## src/rtl/prog_ctr_stack.sv

```systemverilog
// Fetch-stage program counter with relative branches, absolute jumps, a LIFO
// call/return stack, a halt state and sticky stack overflow/underflow faults.
module prog_ctr_stack #(
    parameter int             W        = 8,
    parameter int             DEPTH    = 4,
    parameter logic [W-1:0]   RESET_PC = '0
) (
    input  logic                         Clk,
    input  logic                         Reset,
    input  logic                         Stall,
    input  logic [2:0]                   Op,
    input  logic                         Zero,
    input  logic                         BrPol,
    input  logic [W-1:0]                 Target,
    output logic [W-1:0]                 PC,
    output logic                         Taken,
    output logic                         Halted,
    output logic [1:0]                   Fault,
    output logic [$clog2(DEPTH+1)-1:0]   Depth
);

    localparam int DW  = $clog2(DEPTH + 1);
    localparam int AW  = (DEPTH > 1) ? $clog2(DEPTH) : 1;
    localparam int STK = 1 << AW;

    localparam logic [0:0] ST_RUN  = 1'b0;
    localparam logic [0:0] ST_HALT = 1'b1;

    localparam logic [2:0] OP_INC  = 3'b000;
    localparam logic [2:0] OP_BRB  = 3'b001;
    localparam logic [2:0] OP_BRF  = 3'b010;
    localparam logic [2:0] OP_JMP  = 3'b011;
    localparam logic [2:0] OP_CALL = 3'b100;
    localparam logic [2:0] OP_RET  = 3'b101;
    localparam logic [2:0] OP_HALT = 3'b110;

    logic [0:0]    r_state;
    logic [W-1:0]  r_pc;
    logic          r_taken;
    logic [1:0]    r_fault;
    logic [DW-1:0] r_depth;
    logic [W-1:0]  r_stack [0:STK-1];

    logic [0:0]    w_state_next;
    logic [W-1:0]  w_pc_next;
    logic          w_taken_next;
    logic [1:0]    w_fault_next;
    logic [DW-1:0] w_depth_next;
    logic          w_push;

    logic [W-1:0]  w_pc_inc;
    logic          w_br_taken;
    logic          w_stack_full;
    logic          w_stack_empty;
    logic [AW-1:0] w_wr_idx;
    logic [AW-1:0] w_top_idx;
    logic [W-1:0]  w_top;

    assign w_pc_inc      = r_pc + 1'b1;
    assign w_br_taken    = (Zero == BrPol);
    assign w_stack_full  = (r_depth == DW'(DEPTH));
    assign w_stack_empty = (r_depth == '0);
    // Modulo-2^AW indexing also yields the right top slot when a power-of-two stack is full.
    assign w_wr_idx      = r_depth[AW-1:0];
    assign w_top_idx     = w_wr_idx - 1'b1;
    assign w_top         = r_stack[w_top_idx];

    always_comb begin
        w_state_next = r_state;
        w_pc_next    = r_pc;
        w_taken_next = 1'b0;
        w_fault_next = r_fault;
        w_depth_next = r_depth;
        w_push       = 1'b0;
        if (!Stall && (r_state == ST_RUN)) begin
            case (Op)
                OP_INC: w_pc_next = w_pc_inc;
                OP_BRB: begin
                    if (w_br_taken) begin
                        w_pc_next    = r_pc - Target;
                        w_taken_next = 1'b1;
                    end else begin
                        w_pc_next = w_pc_inc;
                    end
                end
                OP_BRF: begin
                    if (w_br_taken) begin
                        w_pc_next    = r_pc + Target;
                        w_taken_next = 1'b1;
                    end else begin
                        w_pc_next = w_pc_inc;
                    end
                end
                OP_JMP: begin
                    w_pc_next    = Target;
                    w_taken_next = 1'b1;
                end
                OP_CALL: begin
                    if (w_stack_full) begin
                        w_fault_next[1] = 1'b1;
                        w_state_next    = ST_HALT;
                    end else begin
                        w_push       = 1'b1;
                        w_pc_next    = Target;
                        w_depth_next = r_depth + 1'b1;
                        w_taken_next = 1'b1;
                    end
                end
                OP_RET: begin
                    if (w_stack_empty) begin
                        w_fault_next[0] = 1'b1;
                        w_state_next    = ST_HALT;
                    end else begin
                        w_pc_next    = w_top;
                        w_depth_next = r_depth - 1'b1;
                        w_taken_next = 1'b1;
                    end
                end
                OP_HALT: w_state_next = ST_HALT;
                default: ;
            endcase
        end
    end

    always_ff @(posedge Clk) begin
        if (!Reset) begin
            r_state <= ST_RUN;
            r_pc    <= RESET_PC;
            r_taken <= 1'b0;
            r_fault <= 2'b00;
            r_depth <= '0;
        end else begin
            r_state <= w_state_next;
            r_pc    <= w_pc_next;
            r_taken <= w_taken_next;
            r_fault <= w_fault_next;
            r_depth <= w_depth_next;
        end
    end

    // Stack storage is deliberately left uninitialised by reset.
    always_ff @(posedge Clk) begin
        if (Reset && w_push) begin
            r_stack[w_wr_idx] <= w_pc_inc;
        end
    end

    assign PC     = r_pc;
    assign Taken  = r_taken;
    assign Halted = (r_state == ST_HALT);
    assign Fault  = r_fault;
    assign Depth  = r_depth;

endmodule

```

## config.mk

```make
export PLATFORM = sky130hd
export DESIGN_NAME = prog_ctr_stack
export DESIGN_NICKNAME = d
export VERILOG_FILES = /design/src/rtl/prog_ctr_stack.sv
export SDC_FILE = /design/constraint.sdc
export NUM_CORES = 1
export LEC_CHECK = 0
export CORE_ASPECT_RATIO = 1.2
export CORE_MARGIN = 3
export CORE_UTILIZATION = 28
export DETAILED_ROUTE_END_ITERATION = 12
export GPL_ROUTABILITY_DRIVEN = 1
export SYNTH_ARGS = -nofsm -noshare
export SYNTH_HDL_FRONTEND = slang
export SYNTH_SLANG_ARGS = --single-unit
```

## constraint.sdc

```tcl
create_clock -name Clk -period 2.95 [get_ports Clk]
set_clock_uncertainty 0.15 [all_clocks]
set_input_delay 0.59 -clock Clk [delete_from_list [all_inputs] [get_ports Clk]]
set_output_delay 0.59 -clock Clk [all_outputs]
set_load 0.1 [all_outputs]
```

==> impl_results.md <==
- Clock Tree Root: clkbuf_16
- Worst Path Arrival: 2730 ps
- Initial Utilization: 29.2%
- VDD IR max: 0.000196 V
- Fin util: 36.0%
- Number of remaining DRC errors: 0
- Static Leak: 1.44 nW
- Final antenna-violating net count: 0
- Setup Fix Bufs, Post-CTS: 0
- Tcrit/Tclk final: 92.1%
- Reg-to-reg startpoint: PC[0]$_SDFFE_PN0P_
- All-Layer GR Usage: 13.9%
- Most common flop cell mapped by yosys: edfxtp_1
- Status: finished, final reports clean
- Crit end category: flop
- Fin area: 3840 um^2
- Post-synth net total: 328
- Initial antenna violation count: 0
- Die X: 102 um
- Largest net degree at the start of global routing: 17
- Clock sinks: 47
- ANT cells: 0
- Min-delay src: Fault[0]$_SDFFE_PN0P_
- Cell variety after synth: 66
- Leading area contributor after synthesis: edfxtp_1
- Row count: 41
- Worst setup path startpoint: Target[1]
- Register area share after synthesis: 40.5%
- DRT Pass-1 Iters: 4
- Post-route non-filler standard cell count: 466
- Syn avg cell area: 10.7 um^2
- Iter 0 DRT Violations: 148
- Final slew viol count: 0
- CTS tree: built
- Yosys reg bits: 47
- CP required: 2970 ps
- Core area: 10700 um^2
- Worst skew pair latency: 290 ps
- PwrDens: 496 nW/um^2
- Area grow syn2layout: 23.4%
- Relative slew slack: 65.8%
- Global route overflow: 0
- Min Clock Period, post-route: 2720 ps
- Worst Hold Class: flop to flop
- CP Class: primary input to flop
- Hold Buf Count CTS: 0
- CP Max Fanout: 3
- Synthesized netlist cell count: 290
- RSZ-0062 raised after global routing: false
- DR WL/cell: 17.6 um
- First-pass GRT wire length: 13300 um
- Max Clk Rate: 368 MHz
- Post-route worst setup slack: 234 ps
- Post-synth EDFFs: 32
- Vias in the first global route: 2544
- Yosys top cell area share: 30.9%
- Dpl ws: -22.4 ps
- Layout Nets: 374
- Fin Hold WS: 323 ps
- CTS Buf Count: 5
- Seq. cell area: 1260 um^2
- Multi-input logic area: 1700 um^2
- CTS Buffer Depth: 2
- GP Congestion: 0.912
- Placement-stage cell area: 3670 um^2
- Via count: 2484
- Sum Neg Setup Slack: 0 ps
- Placed cells: 458
- Routed vias/inst: 5.33
- YS warnings: 0
- Die area: 12400 um^2
- IO Count: 31
- Port Buffers: 30
- Final Hold Vio Count: 0
- Routed WL: 8210 um
- Endpoints failing setup: 0
- H-tree levels: 2
- DPL Wire Length: 6450 um
- Ys async rst share: 0%
- Startpoint Class: primary input
- Chip height: 122 um
- Post-Syn Area: 3110 um^2
- Filler cell count: 1065
- Share of cells above drive strength 1: 19.9%
- CTS resizes: 0
- Tightest Pin Transition: 505 ps
- Top area cells in the synthesized netlist: edfxtp_1, dfxtp_1, ha_1
- Max-cap violations: 0
- Worst-path clk slew: 70 ps
- Total power: 1.90 mW
[placed cells by master (no fill, tap or decap), drive strengths merged, types with 4 or more instances in the layout]
| cell type | n |
|---|---|
| nand2 | 19 |
| nor3 | 7 |
| and2 | 8 |
| clkbuf | 5 |
| buf | 37 |
| xor2 | 5 |
| a221oi | 5 |
| ha | 19 |
| a21oi | 13 |
| o21ai | 16 |
| nor2b | 7 |
| nor2 | 16 |
| nand4 | 4 |
| o22ai | 4 |
| xnor2 | 15 |
| nand2b | 5 |
| nand3 | 6 |
| mux4 | 7 |
| clkdlybuf4s50 | 15 |
| dfxtp | 15 |
| inv | 19 |
| a31oi | 8 |
| edfxtp | 32 |
[final timing paths]
check,to,slack (ps),depth (start not counted)
setup / recovery,PC[7]$_SDFFE_PN0P_,230,9
hold / removal,Fault[0]$_SDFFE_PN0P_,320,1
setup reg to reg,PC[4]$_SDFFE_PN0P_,570,10
hold reg to reg,Fault[0]$_SDFFE_PN0P_,320,1
[critical path, cell delays in order]
cell and delay (ps):
clkdlybuf4s50_1 490, inv_1 60, ha_1 300, nor2b_1 80
o311ai_1 450, a31oi_1 190, xnor2_1 170, a221oi_1 290
a31oi_1 110
[area by class of cell]
type	count	area share (%)
clock buffers	5	3.26
clock inverters	3	1.11
inverters	18	1.76
multi-input cells	212	44.3
flip-flops and latches	47	32.9
well taps	129	4.20
repair buffers	52	12.4
[synthesized netlist by cell type, types with 2 or more instances]
library cell,number
nand3_1,6
nand3b_1,3
a221oi_1,4
nand2_1,18
o21bai_1,3
a21oi_1,13
a31oi_1,7
o21ai_0,13
clkbuf_1,2
xnor2_1,15
o221ai_1,2
nand2b_1,5
o21a_1,2
xor2_2,2
fa_1,3
edfxtp_1,32
o22ai_1,4
nor3_1,7
nor2_1,13
nor2b_1,7
inv_1,17
and2_1,8
mux2i_1,2
and3_1,3
a22oi_1,3
dfxtp_1,15
xor2_1,3
mux4_2,7
o2111ai_1,2
nor4_1,2
nand4_1,4
buf_6,2
ha_1,19
buf_2,7
a211oi_1,2
o21ai_1,3
[layer usage]
| metal | up-vias | share of wire [%] | wire [um] | global-route usage (%) |
|---|---|---|---|---|
| li1 | 1169 | - | - | - |
| met4 | 0 | 3.7 | 306 | 7.38 |
| met1 | 1216 | 41 | 3350 | 16.9 |
| met5 | - | 0 | 0 | 0 |
| met2 | 76 | 51 | 4150 | 22.8 |
| met3 | 23 | 5.0 | 407 | 2.93 |
[where the power goes]
group | total, mW | switching, mW | internal (mW)
Clock | 0.647 | 0.247 | 0.400
Combinational | 0.504 | 0.320 | 0.184
Sequential | 0.753 | 0.0264 | 0.727
[sequential cells by signal, indices dropped and copies added, names as in the netlist]
name	flops
r_stack	32
Depth	3
PC	8
Fault	2
Halted	1
Taken	1
[kinds of logic after synthesis]
family,count (synthesis),share of synthesized area [%]
compound gates,73,17.5
xor+xnor,20,6.11
flops,47,40.5
simple gates,87,15.5
mux,10,6.07
fa+ha+maj,22,9.57
buf+inv,31,4.78
No activity file was read; power rests on OpenSTA's default activity.
